**config.mk**
```make
export PLATFORM = sky130hd
export DESIGN_NAME = midiout_msg
export DESIGN_NICKNAME = d
export VERILOG_FILES = /design/src/rtl/midi_pkg.sv /design/src/rtl/midi_uart_tx.sv /design/src/rtl/midiout_msg.sv
export SDC_FILE = /design/constraint.sdc
export NUM_CORES = 1
export LEC_CHECK = 0
export BUFFER_PORTS_ARGS = -buffer_cell sky130_fd_sc_hd__buf_2
export CORE_MARGIN = 5
export CORE_UTILIZATION = 59
export CTS_CLUSTER_DIAMETER = 100
export DETAILED_ROUTE_END_ITERATION = 12
export HOLD_SLACK_MARGIN = 0.15
export PLACE_DENSITY = 0.79
export SETUP_SLACK_MARGIN = 0.3
export SYNTH_ARGS = -nofsm -noshare
export SYNTH_HDL_FRONTEND = slang
export SYNTH_HIERARCHICAL = 1
export SYNTH_SLANG_ARGS = --single-unit
export TNS_END_PERCENT = 100
```
**constraint.sdc**
```tcl
create_clock -name CLK -period 3.9 [get_ports CLK]
set_input_delay 0.585 -clock CLK [delete_from_list [all_inputs] [get_ports CLK]]
set_output_delay 0.585 -clock CLK [all_outputs]
set_load 0.05 [all_outputs]
```
**src/rtl/midi_pkg.sv**
```systemverilog
// -----------------------------------------------------------------------------
// midi_pkg
// Shared definitions for the MIDI output path:
//   - midi_state_t       : serializer state encoding (IDLE/START/DATA/STOP)
//   - STATUS_* constants : MIDI status byte range boundaries
//   - FRAME_BITS         : 8N1 frame length in bit cells
//   - helper functions   : status classification and message byte selection
// -----------------------------------------------------------------------------
package midi_pkg;

    typedef enum logic [1:0] {
        ST_IDLE  = 2'd0,
        ST_START = 2'd1,
        ST_DATA  = 2'd2,
        ST_STOP  = 2'd3
    } midi_state_t;

    localparam logic [7:0] STATUS_CHANNEL  = 8'h80;  // first channel voice status
    localparam logic [7:0] STATUS_SYSCOM   = 8'hF0;  // first system common status
    localparam logic [7:0] STATUS_REALTIME = 8'hF8;  // first real-time status

    localparam int FRAME_BITS = 10;  // start + 8 data + stop

    function automatic logic is_channel_status(input logic [7:0] b);
        return (b >= STATUS_CHANNEL) && (b < STATUS_SYSCOM);
    endfunction

    function automatic logic is_syscom_status(input logic [7:0] b);
        return (b >= STATUS_SYSCOM) && (b < STATUS_REALTIME);
    endfunction

    // Byte idx of a message laid out as status, data1, data2.
    function automatic logic [7:0] pick_byte(input logic [1:0] idx,
                                             input logic [7:0] s,
                                             input logic [7:0] d1,
                                             input logic [7:0] d2);
        case (idx)
            2'd0:    return s;
            2'd1:    return d1;
            default: return d2;
        endcase
    endfunction

endpackage

```
**src/rtl/midi_uart_tx.sv**
```systemverilog
// -----------------------------------------------------------------------------
// midi_uart_tx
// 8N1 byte serializer. Each bit cell lasts DIV clocks. A byte is taken on
// tx_valid && tx_ready; tx_ready is high while idle and also in the final
// clock of a stop bit, so a waiting byte follows with no idle gap.
// Ports:
//   CLK, RST   : clock, synchronous active-high reset
//   tx_valid   : a byte is offered
//   tx_ready   : the serializer takes the offered byte this clock
//   tx_data    : byte to send, LSB first
//   line       : registered serial line, 1 when idle
//   state      : current serializer state
// -----------------------------------------------------------------------------
module midi_uart_tx
    import midi_pkg::*;
#(
    parameter int DIV = 16
) (
    input  logic        CLK,
    input  logic        RST,
    input  logic        tx_valid,
    output logic        tx_ready,
    input  logic [7:0]  tx_data,
    output logic        line,
    output midi_state_t state
);

    localparam int             CW       = (DIV > 2) ? $clog2(DIV) : 1;
    localparam logic [CW-1:0]  DIV_LAST = CW'(DIV - 1);
    localparam logic [2:0]     LAST_BIT = 3'(FRAME_BITS - 3);

    midi_state_t   state_q, state_d;
    logic [CW-1:0] div_q, div_d;
    logic [2:0]    bit_q, bit_d;
    logic [7:0]    sh_q, sh_d;
    logic          line_q, line_d;
    logic          tick;

    assign tick = (div_q == DIV_LAST);

    // State register.
    // NOTE: sequential state is written with <= so every flop samples the
    // values from before the edge; = here would create order-dependent races.
    always_ff @(posedge CLK) begin
        if (RST) begin
            // NOTE: the shift register is reset together with the control
            // state only to keep the block free of X; its contents are never
            // observed before a new byte is loaded.
            state_q <= ST_IDLE;
            div_q   <= '0;
            bit_q   <= '0;
            sh_q    <= '0;
            line_q  <= 1'b1;
        end else begin
            state_q <= state_d;
            div_q   <= div_d;
            bit_q   <= bit_d;
            sh_q    <= sh_d;
            line_q  <= line_d;
        end
    end

    // Next-state logic.
    always_comb begin
        // NOTE: every signal gets a default first, so no path leaves one
        // unassigned and no latch is inferred.
        state_d = state_q;
        div_d   = div_q;
        bit_d   = bit_q;
        sh_d    = sh_q;

        case (state_q)
            ST_IDLE: begin
                if (tx_valid) begin
                    state_d = ST_START;
                    sh_d    = tx_data;
                    div_d   = '0;
                    bit_d   = '0;
                end
            end
            ST_START: begin
                if (tick) begin
                    state_d = ST_DATA;
                    div_d   = '0;
                end else begin
                    div_d = div_q + CW'(1);
                end
            end
            ST_DATA: begin
                if (tick) begin
                    div_d = '0;
                    sh_d  = {1'b0, sh_q[7:1]};
                    if (bit_q == LAST_BIT) begin
                        state_d = ST_STOP;
                        bit_d   = '0;
                    end else begin
                        bit_d = bit_q + 3'd1;
                    end
                end else begin
                    div_d = div_q + CW'(1);
                end
            end
            ST_STOP: begin
                if (tick) begin
                    div_d = '0;
                    if (tx_valid) begin
                        state_d = ST_START;
                        sh_d    = tx_data;
                    end else begin
                        state_d = ST_IDLE;
                    end
                end else begin
                    div_d = div_q + CW'(1);
                end
            end
            default: state_d = ST_IDLE;
        endcase

        // The line is computed from the next state and registered so the pin
        // never glitches on state decode.
        line_d = 1'b1;
        if (state_d == ST_START) begin
            line_d = 1'b0;
        end else if (state_d == ST_DATA) begin
            line_d = sh_d[0];
        end
    end

    // Outputs.
    always_comb begin
        tx_ready = (state_q == ST_IDLE) || ((state_q == ST_STOP) && tick);
    end

    assign line  = line_q;
    assign state = state_q;

endmodule

```
**src/rtl/midiout_msg.sv**
```systemverilog
// -----------------------------------------------------------------------------
// midiout_msg
// Sends a complete MIDI message (status, data1, data2, truncated to len bytes)
// out of a serial MIDI port, with optional running-status compression and
// optional output inversion for an open-collector optoisolator card.
// Ports:
//   CLK, RST      : clock, synchronous active-high reset
//   msg_valid     : a message is offered
//   msg_ready     : the block can accept a message (serializer idle)
//   status        : MIDI status byte
//   data1, data2  : data bytes
//   len           : bytes in the message including status, 0..3
//   busy          : a frame is being shifted
//   MIDIOUT       : serial line, inverted when INVERT_OUT=1
// -----------------------------------------------------------------------------
module midiout_msg
    import midi_pkg::*;
#(
    parameter int CLK_HZ         = 50000000,
    parameter int BAUD           = 31250,
    parameter int RUNNING_STATUS = 1,
    parameter int INVERT_OUT     = 1
) (
    input  logic       CLK,
    input  logic       RST,
    input  logic       msg_valid,
    output logic       msg_ready,
    input  logic [7:0] status,
    input  logic [7:0] data1,
    input  logic [7:0] data2,
    input  logic [1:0] len,
    output logic       busy,
    output logic       MIDIOUT
);

    localparam int DIV = CLK_HZ / BAUD;

    if (DIV < 2) begin : g_div_check
        $error("midiout_msg: CLK_HZ/BAUD must be at least 2");
    end

    midi_state_t tx_state;
    logic        tx_valid;
    logic        tx_ready;
    logic [7:0]  tx_data;
    logic        line;

    logic [7:0]  status_q, data1_q, data2_q;
    logic [1:0]  len_q;
    logic [1:0]  byte_idx_q;    // index of the byte currently on the wire
    logic [7:0]  last_status_q;
    logic        rs_valid_q;

    logic        accept;
    logic        rs_hit;
    logic [1:0]  first_idx;
    logic        send_first;
    logic [1:0]  next_idx;

    assign msg_ready = (tx_state == ST_IDLE);
    assign busy      = (tx_state != ST_IDLE);
    assign accept    = msg_valid && msg_ready;

    // A repeated channel status is dropped; the message then starts at data1.
    assign rs_hit     = (RUNNING_STATUS != 0) && rs_valid_q &&
                        is_channel_status(status) && (status == last_status_q);
    assign first_idx  = rs_hit ? 2'd1 : 2'd0;
    assign send_first = (first_idx < len);
    assign next_idx   = byte_idx_q + 2'd1;

    // The first byte is handed to the serializer straight from the inputs in
    // the accept cycle, so its start bit appears on the next clock. Later
    // bytes come from the latched copy and are taken at the end of each stop.
    always_comb begin
        tx_valid = 1'b0;
        tx_data  = '0;
        if (msg_ready) begin
            tx_valid = msg_valid && send_first;
            tx_data  = pick_byte(first_idx, status, data1, data2);
        end else begin
            tx_valid = (next_idx < len_q);
            tx_data  = pick_byte(next_idx, status_q, data1_q, data2_q);
        end
    end

    always_ff @(posedge CLK) begin
        if (RST) begin
            status_q      <= '0;
            data1_q       <= '0;
            data2_q       <= '0;
            len_q         <= '0;
            byte_idx_q    <= '0;
            last_status_q <= '0;
            rs_valid_q    <= 1'b0;
        end else begin
            if (accept) begin
                status_q   <= status;
                data1_q    <= data1;
                data2_q    <= data2;
                len_q      <= len;
                byte_idx_q <= first_idx;
            end else if (tx_valid && tx_ready) begin
                byte_idx_q <= next_idx;
            end

            // Running-status bookkeeping; len=0 sends nothing and changes
            // nothing, real-time and data-range bytes leave it alone.
            if ((RUNNING_STATUS != 0) && accept && (len != 2'd0)) begin
                if (is_channel_status(status)) begin
                    last_status_q <= status;
                    rs_valid_q    <= 1'b1;
                end else if (is_syscom_status(status)) begin
                    rs_valid_q    <= 1'b0;
                end
            end
        end
    end

    midi_uart_tx #(
        .DIV(DIV)
    ) u_tx (
        .CLK      (CLK),
        .RST      (RST),
        .tx_valid (tx_valid),
        .tx_ready (tx_ready),
        .tx_data  (tx_data),
        .line     (line),
        .state    (tx_state)
    );

    assign MIDIOUT = (INVERT_OUT != 0) ? ~line : line;

endmodule

```
==> impl_metrics.env <==
export IMPL_dp_hpwl_mm=5.731
export IMPL_power_mw=1.582
export IMPL_clock_latency_ns=0.35
export IMPL_cts_root_buf="clkbuf_8"
export IMPL_design_area_mm2=0.003792
export IMPL_tightestPinTransition_ns=0.8671
export IMPL_crit_type="register to register"
export IMPL_dp_slack_ns=0.4940
export IMPL_synthFlopType="dfxtp_1"
export IMPL_first_pass_iters=5
export IMPL_cp_start_kind="register"
export IMPL_postCtsSetupRepairBufs=0
export IMPL_cts_tree="yes"
export IMPL_crit_path_end_kind="register"
export IMPL_p_int_mw=1.064
export IMPL_cts_clk_slew_worst_paths_ns=0.07
export IMPL_fmax_mhz=312.8
export IMPL_cts_buffer_depth=2
export IMPL_routed_wirelength_mm=8.383
export IMPL_overflow=0
export IMPL_synth_nets=457
export IMPL_ys_ff_latch=62
export IMPL_yosysWarnings=6
export IMPL_place_congestion=0.7945
export IMPL_cp_max_fo=18
export IMPL_ios=32
export IMPL_grt_antenna_before_repair=0
export IMPL_fin_skew_ns=0.006471
export IMPL_synthArstFlopShare_pct=0
export IMPL_power_switching_uw=518.8
export IMPL_htree_num_levels=3
export IMPL_grt_pass1_vias=3006
export IMPL_worstPathRequired_ns=4.14
export IMPL_swShare_pct=32.78
export IMPL_syn_cell_area_mm2=0.003491
export IMPL_powerDensity_mw_per_mm2=417.2
export IMPL_fin_crit_sh_pct=81.97
export IMPL_worstHoldPathType="register to register"
export IMPL_synth_edf_count=0
export IMPL_layout_min_cycle_time_ns=3.197
export IMPL_grt_pass1_wl_mm=14.12
export IMPL_nets=472
export IMPL_via_count=3231
export IMPL_start_util_pct=59.67
export IMPL_wl_per_cell_um=16.21
export IMPL_report_final_setup_viol=0
export IMPL_drtIter0Drc=178
export IMPL_placed_cell_area_mm2=0.003622
export IMPL_clock_power_share_pct=31.4
export IMPL_run_status="finished clean"
export IMPL_p_seq_share_pct=45.0
export IMPL_grt_max_degree=48
export IMPL_finalMaxSlewViolations=0
export IMPL_syn_area_per_cell_um2=8.272
export IMPL_comb_power_share_pct=23.6
export IMPL_cts_sinks=62
export IMPL_die_h_um=86.92
export IMPL_io_buffers=31
export IMPL_seqCellArea_mm2=0.001241
export IMPL_cts_made_buffers=9
export IMPL_multiInputGateArea_mm2=0.002056
export IMPL_syn_inst=422
export IMPL_grt_use_total_pct=23.47
export IMPL_insertedDiodeCount=0
export IMPL_dieWidth_um=86.92
export IMPL_yosysSeqAreaShare_pct=35.56
export IMPL_leakagePower_nw=1.406
export IMPL_grt_setup_unrepaired="false"
export IMPL_fin_ws_ns=0.7033
export IMPL_relSlewSlack_pct=42.19
export IMPL_fin_setup_tns_ns=0
export IMPL_post_drt_via_cell_ratio=6.250
export IMPL_peakVddDrop_mv=0.2653
export IMPL_core_mm2=0.005851
export IMPL_hold_viol=0
export IMPL_fillers=495
export IMPL_ys_types=69
export IMPL_dieArea_mm2=0.007555
export IMPL_drc=0
export IMPL_ant_nets=0
export IMPL_rows=28
export IMPL_area_growth_pct=8.638
export IMPL_layout_drive_gt1_share_pct=16.52
export IMPL_max_cap_violations=0
export IMPL_worst_ep_arrival_time_ns=3.43
-- final timing paths --
path	startpoint	endpoint	slack, ns	cells past startpoint
min	data1_q[3]	data1_q[3]	0.46	2
min reg2reg	data1_q[3]	data1_q[3]	0.46	2
max reg2reg	byte_idx_q[0]	u_tx/sh_q[6]	0.70	11
max	byte_idx_q[0]	u_tx/sh_q[6]	0.70	11
-- cells in the final DEF (no fill, tap or decap), types with 3 or more instances in the layout --
cell type / count
buf_4: 5
o21ai_1: 3
a21o_1: 3
a31oi_1: 10
o31a_1: 9
o31ai_1: 10
nor2b_1: 3
nand2_1: 59
or3_1: 3
o31a_2: 3
a21oi_1: 48
nand4_1: 9
buf_2: 31
nor2_1: 35
dfxtp_1: 62
mux2i_1: 17
a211oi_1: 10
inv_1: 10
xnor2_1: 5
and3_1: 3
xor2_1: 3
nor3_1: 3
clkinv_2: 6
a22oi_1: 9
ha_1: 6
o21ai_0: 6
nand3_1: 9
a21boi_0: 3
or4_1: 3
clkbuf_8: 10
-- through the flow --
step	instances	utilization [%]	hold slack, ns
2_1_floorplan	422	-	0.4330
3_3_place_gp	501	61.91	0.4450
3_5_place_dp	501	61.91	0.4478
4_1_cts	517	64.76	0.4568
5_1_grt	517	64.82	0.4634
6_report	517	64.82	0.4602
-- worst max-delay path: stages (launching register included) --
cell      delay [ns]
dfxtp_1         0.35
inv_1           0.08
ha_1            0.61
ha_1            0.32
a21boi_0        0.13
o32ai_2         0.34
o21bai_2        0.35
buf_4           0.25
mux2i_1         0.23
a21oi_1         0.10
o31a_1          0.24
o31a_1          0.10
-- power groups by stage --
stage	clock network [mW]	logic [mW]	registers, mW
5_1_grt	0.535	0.412	0.717
3_5_place_dp	0	0.369	0.725
4_1_cts	0.502	0.370	0.711
3_3_place_gp	0	0.359	0.724
2_1_floorplan	0	0.293	0.717
6_report	0.496	0.374	0.712
-- cell usage after synthesis, types with 2 or more instances --
cell type | count | share of area [%]
ha_1 | 6 | 2.2
a21o_1 | 3 | 0.65
and4bb_1 | 2 | 0.72
mux2i_1 | 17 | 4.9
nand4b_1 | 2 | 0.50
or3_1 | 3 | 0.54
clkbuf_1 | 22 | 2.4
nor3_1 | 3 | 0.43
xnor2_1 | 5 | 1.3
nand3_1 | 9 | 1.3
o31a_1 | 9 | 2.3
buf_6 | 2 | 0.65
o21ai_1 | 3 | 0.43
a31o_1 | 2 | 0.50
or4_1 | 3 | 0.65
nand4_1 | 9 | 1.6
o41ai_2 | 2 | 0.93
a211oi_1 | 10 | 2.2
nor2_1 | 35 | 3.8
a21oi_1 | 48 | 6.9
nand2_1 | 59 | 6.3
and3_1 | 3 | 0.54
inv_1 | 10 | 1.1
a21boi_0 | 3 | 0.65
nand3_2 | 2 | 0.57
o311a_1 | 2 | 0.57
o21ai_0 | 6 | 0.86
nor2b_1 | 3 | 0.54
xor2_1 | 3 | 0.75
o31ai_1 | 10 | 2.2
a22oi_1 | 9 | 1.9
nor4_1 | 2 | 0.36
buf_2 | 4 | 0.57
o311ai_0 | 2 | 0.50
nand3b_1 | 2 | 0.43
a31oi_1 | 10 | 1.8
o31a_2 | 3 | 0.86
dfxtp_1 | 62 | 36
a311oi_1 | 2 | 0.50
-- routing by layer --
| layer | up-vias | wire length [um] | global-route usage [%] |
|---|---|---|---|
| met5 | - | 0 | 0 |
| met4 | 0 | 112 | 8.499 |
| met3 | 12 | 442 | 5.866 |
| met2 | 114 | 4029 | 37.68 |
| met1 | 1518 | 3798 | 30.52 |
| li1 | 1587 | - | - |
-- sequential cells by signal, summed over array words and instances, names as in the netlist --
name           count
len_q              2
byte_idx_q         2
data1_q            8
u_tx/state         2
u_tx/line          1
last_status_q      8
u_tx/sh_q          8
data2_q            8
u_tx/bit_q         3
status_q           8
rs_valid_q         1
u_tx/div_q        11
-- layout make-up --
| cell class | instances | share of cell area [%] |
|---|---|---|
| clock buffers | 11 | 3.728 |
| clock inverters | 5 | 0.6598 |
| inverters | 11 | 1.122 |
| multi-input cells | 317 | 54.21 |
| flip-flops and latches | 62 | 32.73 |
| well taps | 75 | 2.474 |
| repair buffers | 36 | 5.081 |
-- logic make-up (layout without fill, tap and decap cells) --
group,after synthesis,count (layout),synth area share [%]
adders and majority gates,6,6,2.150
DFF,62,62,35.56
and+or+nand+nor,153,153,23.48
AOI/OAI and AO/OA,133,133,26.27
muxes,17,17,4.874
xor gates and xnor gates,8,8,2.007
buffers and inverters,43,63,5.663
-- what timing repair did --
action / 4_1_cts / 5_1_grt
hold buffers: 0 / 0
setup endpoints to repair: 0 / 1
resized for setup: 0 / 1
(Power assumes the default switching activity.)
